$ cat config.mk
export PLATFORM = sky130hd
export DESIGN_NAME = mem_port_ctrl
export DESIGN_NICKNAME = d
export VERILOG_FILES = /design/src/rtl/mem_port_ctrl.sv
export SDC_FILE = /design/constraint.sdc
export NUM_CORES = 1
export LEC_CHECK = 0
export BUFFER_PORTS_ARGS = -buffer_cell sky130_fd_sc_hd__buf_2
export CORE_MARGIN = 1
export CORE_UTILIZATION = 40
export DETAILED_ROUTE_END_ITERATION = 10
export PLACE_DENSITY = 0.8
export SLEW_MARGIN = 20
export SYNTH_ARGS = -nofsm -noshare
export SYNTH_HDL_FRONTEND = slang
export SYNTH_SLANG_ARGS = --single-unit
$ cat constraint.sdc
create_clock -name clk -period 5 [get_ports clk]
set_input_delay 0.25 -clock clk [delete_from_list [all_inputs] [get_ports clk]]
set_output_delay 0.25 -clock clk [all_outputs]
set_load 0.01 [all_outputs]
$ cat src/rtl/mem_port_ctrl.sv
// mem_port_ctrl
//   Shares one single-port word memory between the instruction-fetch port and
//   the load/store port. Requests are byte addressed; sub-word stores are done
//   as read-modify-write so the memory only ever sees full-word writes. Load
//   data is lane-extracted and sign/zero extended before it is returned.
//
// Ports
//   clk, rst_n                 clock, asynchronous active-low reset
//   if_req/if_addr             fetch request and byte address
//   if_ready                   fetch accepted this cycle (combinational)
//   if_rvalid/if_rdata/if_err  one-cycle fetch response
//   d_req/d_we/d_addr/d_type/d_wdata   load/store request (funct3 encoding)
//   d_ready                    data request accepted this cycle (combinational)
//   d_rvalid/d_rdata/d_err     one-cycle data response (load data or store ack)
//   mem_addr/mem_we/mem_type/mem_wdata/mem_rdata   word memory interface
module mem_port_ctrl #(
    parameter int STARVE_LIMIT = 4
) (
    input  logic        clk,
    input  logic        rst_n,
    input  logic        if_req,
    input  logic [15:0] if_addr,
    output logic        if_ready,
    output logic        if_rvalid,
    output logic [31:0] if_rdata,
    output logic        if_err,
    input  logic        d_req,
    input  logic        d_we,
    input  logic [15:0] d_addr,
    input  logic [2:0]  d_type,
    input  logic [31:0] d_wdata,
    output logic        d_ready,
    output logic        d_rvalid,
    output logic [31:0] d_rdata,
    output logic        d_err,
    output logic [13:0] mem_addr,
    output logic        mem_we,
    output logic [2:0]  mem_type,
    output logic [31:0] mem_wdata,
    input  logic [31:0] mem_rdata
);

    typedef enum logic [2:0] {
        S_IDLE,
        S_READ,
        S_WRITE,
        S_MERGE_WRITE,
        S_DONE
    } state_t;

    localparam logic [3:0] LIMIT = 4'(STARVE_LIMIT);

    state_t      state_reg, state_next;
    logic [3:0]  starve_cnt_reg, starve_cnt_next;
    logic        src_fetch_reg;
    logic        we_reg;
    logic        err_reg;
    logic        rmw_reg;
    logic [15:0] addr_reg;
    logic [2:0]  type_reg;
    logic [31:0] wdata_reg;
    logic [31:0] rbuf_reg;

    // ---------------- arbitration and request checks ----------------
    logic        force_fetch, d_grant, i_grant, accept;
    logic        data_err, fetch_err, new_err;
    logic [15:0] req_addr;

    // After STARVE_LIMIT data grants with fetch waiting, fetch takes the slot.
    // rst_n gates the grants so ready reads 0 while reset is held.
    assign force_fetch = if_req && (starve_cnt_reg == LIMIT);
    assign d_grant     = rst_n && (state_reg == S_IDLE) && d_req && !force_fetch;
    assign i_grant     = rst_n && (state_reg == S_IDLE) && if_req && !d_grant;
    assign accept      = d_grant || i_grant;
    assign d_ready     = d_grant;
    assign if_ready    = i_grant;
    assign req_addr    = d_grant ? d_addr : if_addr;
    assign fetch_err   = |if_addr[1:0];
    assign new_err     = d_grant ? data_err : fetch_err;

    always_comb begin
        data_err = 1'b1;
        case (d_type)
            3'd0:    data_err = 1'b0;
            3'd1:    data_err = d_addr[0];
            3'd2:    data_err = |d_addr[1:0];
            3'd4:    data_err = d_we;              // LBU has no store form
            3'd5:    data_err = d_we || d_addr[0]; // LHU has no store form
            default: data_err = 1'b1;
        endcase
    end

    always_comb begin
        starve_cnt_next = starve_cnt_reg;
        if (!if_req || i_grant)
            starve_cnt_next = '0;
        else if (d_grant && starve_cnt_reg < LIMIT)
            starve_cnt_next = starve_cnt_reg + 4'd1;
    end

    // ---------------- FSM: state register ----------------
    always_ff @(posedge clk or negedge rst_n) begin
        if (!rst_n) begin
            state_reg      <= S_IDLE;
            starve_cnt_reg <= '0;
            src_fetch_reg  <= 1'b0;
            we_reg         <= 1'b0;
            err_reg        <= 1'b0;
            rmw_reg        <= 1'b0;
            addr_reg       <= '0;
            type_reg       <= '0;
            wdata_reg      <= '0;
            rbuf_reg       <= '0;
        end else begin
            state_reg      <= state_next;
            starve_cnt_reg <= starve_cnt_next;
            if (accept) begin
                src_fetch_reg <= i_grant;
                addr_reg      <= req_addr;
                type_reg      <= d_grant ? d_type : 3'd2;
                we_reg        <= d_grant && d_we;
                wdata_reg     <= d_wdata;
                err_reg       <= new_err;
                rmw_reg       <= d_grant && d_we && !new_err && (d_type != 3'd2);
            end
            if (state_reg == S_READ)
                rbuf_reg <= mem_rdata;
        end
    end

    // ---------------- FSM: next state ----------------
    always_comb begin
        state_next = state_reg;
        case (state_reg)
            S_IDLE: begin
                if (accept) begin
                    if (new_err)
                        state_next = S_DONE;
                    else if (d_grant && d_we && d_type == 3'd2)
                        state_next = S_WRITE;
                    else
                        state_next = S_READ;  // loads, fetches, SB/SH read phase
                end
            end
            S_READ:        state_next = rmw_reg ? S_MERGE_WRITE : S_DONE;
            S_WRITE:       state_next = S_DONE;
            S_MERGE_WRITE: state_next = S_DONE;
            S_DONE:        state_next = S_IDLE;
            default:       state_next = S_IDLE;
        endcase
    end

    // ---------------- store merge: one lane per byte ----------------
    logic [31:0] merged;
    genvar gi;
    generate
        for (gi = 0; gi < 4; gi++) begin : g_lane
            logic       lane_sel;
            logic [7:0] store_byte;
            // SB targets one byte lane; SH targets both lanes of half addr[1]
            assign lane_sel   = (type_reg[1:0] == 2'd0) ? (addr_reg[1:0] == 2'(gi))
                                                        : (addr_reg[1] == 1'(gi / 2));
            assign store_byte = (type_reg[1:0] == 2'd0) ? wdata_reg[7:0]
                                                        : wdata_reg[8*(gi%2) +: 8];
            assign merged[8*gi +: 8] = lane_sel ? store_byte : rbuf_reg[8*gi +: 8];
        end
    endgenerate

    // ---------------- load extraction ----------------
    logic [7:0]  ld_byte;
    logic [15:0] ld_half;
    logic [31:0] load_data, resp_data;

    assign ld_byte = rbuf_reg[{addr_reg[1:0], 3'b000} +: 8];
    assign ld_half = addr_reg[1] ? rbuf_reg[31:16] : rbuf_reg[15:0];

    always_comb begin
        load_data = rbuf_reg;
        case (type_reg[1:0])
            2'd0:    load_data = {{24{~type_reg[2] & ld_byte[7]}}, ld_byte};
            2'd1:    load_data = {{16{~type_reg[2] & ld_half[15]}}, ld_half};
            default: load_data = rbuf_reg;
        endcase
    end

    assign resp_data = (err_reg || we_reg) ? 32'd0 : load_data;

    // ---------------- FSM: outputs (decoded from registered state) ----------------
    always_comb begin
        if_rvalid = 1'b0;
        if_rdata  = '0;
        if_err    = 1'b0;
        d_rvalid  = 1'b0;
        d_rdata   = '0;
        d_err     = 1'b0;
        mem_addr  = '0;
        mem_we    = 1'b0;
        mem_type  = '0;
        mem_wdata = '0;
        case (state_reg)
            S_READ: begin
                mem_addr = addr_reg[15:2];
                mem_type = 3'd2;
            end
            S_WRITE: begin
                mem_addr  = addr_reg[15:2];
                mem_we    = 1'b1;
                mem_type  = 3'd2;
                mem_wdata = wdata_reg;
            end
            S_MERGE_WRITE: begin
                mem_addr  = addr_reg[15:2];
                mem_we    = 1'b1;
                mem_type  = 3'd2;
                mem_wdata = merged;
            end
            S_DONE: begin
                if (src_fetch_reg) begin
                    if_rvalid = 1'b1;
                    if_rdata  = resp_data;
                    if_err    = err_reg;
                end else begin
                    d_rvalid = 1'b1;
                    d_rdata  = resp_data;
                    d_err    = err_reg;
                end
            end
            default: ;
        endcase
    end

endmodule

After elaboration in Yosys (flattened, before gate mapping)

Cells that the tools add are included.

Flip-flop bits (word level): 94
Input bits: 104
Output and inout port bits: 120
Logic and storage cells: 99

Add/sub/neg operators: 1
Magnitude comparators: 1
Equality and inequality tests: 15
Shift operators: 1
Muxes and demuxes: 39
Bitwise gates (word level): 4
Reductions and logical operators: 28

Operators with widths:

| operator                                                               | number |
|---|---|
| 32-bit 2-to-1 mux                                                      | 5 |
| 32-bit one-hot mux with 2 select lines                                 | 2 |
| 8-bit 2-to-1 mux                                                       | 5 |
| 16-bit 2-to-1 mux                                                      | 2 |
| 32-bit by 6-bit variable part select with 8-bit output                 | 1 |
| 1-bit 2-to-1 mux                                                       | 14 |
| 14-bit 2-to-1 mux                                                      | 1 |
| 3-bit 2-to-1 mux                                                       | 4 |
| 1-bit logical AND                                                      | 11 |
| 3-bit by 2-bit equality test with 1-bit output (second input constant) | 3 |
| 3-bit equality test (second input constant)                            | 3 |
| 3-bit one-hot mux with 3 select lines                                  | 1 |
| 4-bit 2-to-1 mux                                                       | 2 |
| 3-bit by 1-bit equality test with 1-bit output (second input constant) | 2 |
| 3-bit zero test                                                        | 2 |
| 2-bit OR reduction                                                     | 3 |
| 1-bit one-hot mux with 5 select lines                                  | 1 |
| 4-bit by 1-bit adder with 4-bit output (second input constant)         | 1 |
| 2-bit by 1-bit equality test with 1-bit output (second input constant) | 2 |
| 2-bit equality test (second input constant)                            | 2 |
| 4-bit by 3-bit equality test with 1-bit output (second input constant) | 1 |
| 1-bit zero test                                                        | 4 |
| 2-bit zero test                                                        | 2 |
| 1-bit logical OR                                                       | 4 |
| other kinds (8)                                                        | 11 |

Depth between registers and ports, before layout

Depth in word-level cells: 10
Gate-level depth with buffers: 8
Gate-level depth less buffers: 7

Least setup slack after synthesis

OpenSTA, ideal clock, no wires.

Path kind: register to output
Start point: reg addr_reg[0]
End point: out d_rdata[10]
Arrival: 1.783 ns
Data required time: 4.750 ns
Path slack: 2.967 ns
Cell stages (with the launch flop): 7
Cells stage by stage: dfrtp_1 or3_1 clkbuf_1 o2bb2ai_2 a21oi_2 buf_2 a211oi_1

Longest elaborated chain between the ends: 6

RTL lines:

| element                                                | line | source |
|---|---|---|
| start, declared                                        | 59   | `logic [15:0] addr_reg;` |
| start signal, assigned                                 | 119  | `addr_reg <= req_addr;` |
| 32-bit by 6-bit variable part select with 8-bit output | 174  | `assign ld_byte = rbuf_reg[{addr_reg[1:0], 3'b000} +: 8];` |
| 1-bit AND                                              | 180  | `2'd0: load_data = {{24{~type_reg[2] & ld_byte[7]}}, ld_byte};` |
| 32-bit one-hot mux with 2 select lines                 | 179  | `case (type_reg[1:0])` |
| 32-bit 2-to-1 mux                                      | 186  | `assign resp_data = (err_reg \|\| we_reg) ? 32'd0 : load_data;` |
| 32-bit 2-to-1 mux                                      | 218  | `if (src_fetch_reg) begin` |
| 32-bit 2-to-1 mux                                      | 200  | `case (state_reg)` |
| end, declared                                          | 34   | `output logic [31:0] d_rdata,` |

Every way passes these cells.

Worst setup path after layout

Start point: reg addr_reg[1]
End point: out if_rdata[29]

Longest elaborated chain between the ends: 6
Elaborated cells on any way between the ends: 8

RTL lines:

| element                                                                                            | line     | source |
|---|---|---|
| 32-bit by 6-bit variable part select with 8-bit output / 16-bit 2-to-1 mux (equally long branches) | 174, 175 |  |
| 1-bit AND, on equally long branches                                                                | 180, 181 |  |
| 32-bit one-hot mux with 2 select lines (*)                                                         | 179      |  |
| 32-bit 2-to-1 mux (*)                                                                              | 186      |  |
| 32-bit 2-to-1 mux (*)                                                                              | 218      |  |
| 32-bit 2-to-1 mux (*)                                                                              | 200      |  |
| end, declared                                                                                      | 25       | `output logic [31:0] if_rdata,` |

Every way passes the cells marked *; elsewhere a longest branch is shown, timed or not.

==> out/qor.csv <==
metric;value;unit
Port-buffer cells;221;
Total Routing Usage GR;24.9;%
status;finished, final reports clean;
Die H;122;µm
Worst Tran Pin Value;1070;ps
Max Clock Skew;5.18;ps
setup bufs post-CTS;0;
commonest non-fill, non-tap cell in the layout;buf_2;
Routed Wire Length;18500;µm
Crit Path Max Fanout;21;
Synth Cell Area;5790;µm²
Critical R2R Capture;wdata_reg[31]$_DFFE_PN0P_;
unrepaired setup endpoints after global routing;no;
RR Startpoint;state_reg[1]$_DFFE_PN0P_;
static leakage;3.68;nW
Worst-Skew Late Latency;340;ps
Initial Util;41.4;%
CTS tree;done;
synthesis-to-layout area growth;25.3;%
asr flop ratio synth;100;%
first-pass GRT wire length;28100;µm
number of synthesized flops with an enable pin;0;
setup_tns;0;ps
Fmax;299;MHz
Synth cell types;52;
flip-flop and latch area;2350;µm²
Synth Warn #;0;
hold depth;3;
Core Rows;43;
Clock Tree Root;clkbuf_16;
Final Max Slew Viols;0;
instance count of the mapped netlist;664;
largest net degree at the start of global routing;51;
final setup vio count;0;
Max Cap Viol;0;
WHS;91.0;ps
Setup crit start kind;flop;
total internal power;0.00193;W
total I/O pin count;224;
Final period util;66.8;%
relative slew slack;28.5;%
P_sw;0.00135;W
DR WL/cell;17.8;µm
FILL cells;1312;
multi-input logic area;3160;µm²
initial drt markers;480;
register bit total from synthesis;94;
Final #Nets;959;
Die ar.;15000;µm²
FF-to-FF path depth;5;
DRT antenna net count;0;
total CTS buffers;9;
Flop pwr share;42.0;%
Hold Path Class;input pin to flop;
Arr. time, crit path;3090;ps
most frequent cells in the layout;buf_2, nand2_1, dfrtp_1, nor2_1, mux2_2;
DRC viols;0;
Die Wd;122;µm
hold_sp;d_wdata[22];
htree depth;3;
iteration count of the initial detailed-routing pass;7;
clk buf depth;2;
Pwr Density;452;nW/µm²
RD Place Congestion;0.874;
clock group share of total power;20.7;%
syn_area_per_cell;8.72;µm²
Final HPWL DP;13800;µm
Seq/Total Area, Yosys;40.6;%
antenna violations before repair;1;
Vias;5636;
Critical Path End Type;output port;
Congestion Overflow GR;0;
sw frac;41.1;%
number of global-route vias before repair;5115;
Hold Path Sink;wdata_reg[22]$_DFFE_PN0P_;
layout cells sized above 1;37.4;%
top_reg_cell synth;dfrtp_1;
WS Path Type;flop to output port;
final hold violation count;0;
crit path time final;3340;ps
Worst EP required;4750;ps
Reg clk slew, reported paths;60;ps
Core ar.;14000;µm²
vias per inst;5.42;
Comb pwr share;37.2;%
peak supply drop;226;µV
FF-to-FF setup slack;2670;ps
clock tree sinks;94;
-- synth_stat cells, types with 3 or more instances --
cell type | n | area share (%)
mux2i_1 | 28 | 4.8
nand2_1 | 157 | 10
o21ai_0 | 23 | 2.0
nand2b_1 | 5 | 0.54
inv_1 | 12 | 0.78
and2_1 | 19 | 2.1
o21ai_1 | 3 | 0.26
nor2_1 | 70 | 4.5
clkbuf_1 | 23 | 1.5
a211oi_1 | 22 | 2.9
a21oi_1 | 22 | 1.9
buf_4 | 4 | 0.52
nor3_1 | 13 | 1.1
a211oi_2 | 12 | 2.6
a31oi_1 | 15 | 1.6
buf_2 | 25 | 2.2
dfrtp_1 | 94 | 41
a22o_1 | 24 | 3.6
mux2_2 | 52 | 10
-- worst max path at each step --
stage / startpoint / endpoint / slack [ps] / cells after the start
after CTS: addr_reg[1]$_DFFE_PN0P_ / if_rdata[29] / 1740 / 5
after global routing: addr_reg[1]$_DFFE_PN0P_ / if_rdata[29] / 1460 / 5
final: addr_reg[1]$_DFFE_PN0P_ / if_rdata[29] / 1660 / 5
after detailed placement: addr_reg[1]$_DFFE_PN0P_ / if_rdata[29] / 2130 / 5
after global placement: addr_reg[1]$_DFFE_PN0P_ / if_rdata[29] / 2120 / 5
after floorplan: addr_reg[0]$_DFFE_PN0P_ / d_rdata[10] / 2970 / 6
-- power by group through the flow --
stage / Sequential [W] / Combinational, W / Clock [W]
floorplan: 0.00119 / 0.000945 / 0
global placement: 0.00137 / 0.00117 / 0
detailed placement: 0.00138 / 0.00120 / 0
CTS: 0.00136 / 0.00121 / 0.000685
global route: 0.00141 / 0.00134 / 0.000727
finish: 0.00138 / 0.00122 / 0.000680
-- layer usage --
metal / GRT usage [%] / vias to the layer above / wire length (µm) / part of all wire [%]
met5: 0 / - / 0 / 0
met4: 10.3 / 0 / 576 / 3.1
met3: 5.76 / 41 / 1520 / 8.2
met2: 37.1 / 262 / 8440 / 46
met1: 34.8 / 2658 / 7970 / 43
li1: - / 2675 / - / -
-- critical path, stage by stage, from the launching register on --
cell     delay [ps]
dfrtp_1         850
mux2_2          460
a21o_1          210
o21ai_1         830
nor2_1          190
buf_2           200
-- cell families after synthesis --
group / after synthesis / share of synthesized area (%)
adders and majority gates: 2 / 0.432
muxes: 80 / 15.0
xor gates and xnor gates: 1 / 0.151
AOI/OAI and AO/OA: 137 / 17.3
DFF: 94 / 40.6
buffers and inverters: 66 / 5.08
and+or+nand+nor: 283 / 21.4
other: 1 / 0.0648
-- metrics by stage --
stage	area [µm²]	utilization, %	instances	total power [W]	setup WS [ps]
3_3_place_gp	6950	49.7	1021	0.00254	2120
4_1_cts	7250	51.8	1038	0.00326	1740
2_1_floorplan	5790	-	665	0.00213	2970
3_5_place_dp	6950	49.7	1021	0.00258	2130
6_report	7250	51.8	1039	0.00328	1660
5_1_grt	7250	51.8	1039	0.00347	1460
-- repair_timing --
action                                  CTS  global route
hold buffers                              1             0
endpoints found under the setup margin    0             0
gates resized for setup                   0             0
endpoints found under the hold margin    44             0
-- area by class of cell --
| type | count | share of cell area [%] |
|---|---|---|
| multi-input combinational | 505 | 43.5 |
| antenna | 1 | 0.0345 |
| timing repair buffer | 229 | 16.2 |
| clock inverter | 6 | 0.846 |
| inverter | 14 | 0.725 |
| sequential | 94 | 32.4 |
| clock buffer | 10 | 3.16 |
| tap | 180 | 3.11 |
Note: power is estimated with default switching activity, not from simulation.
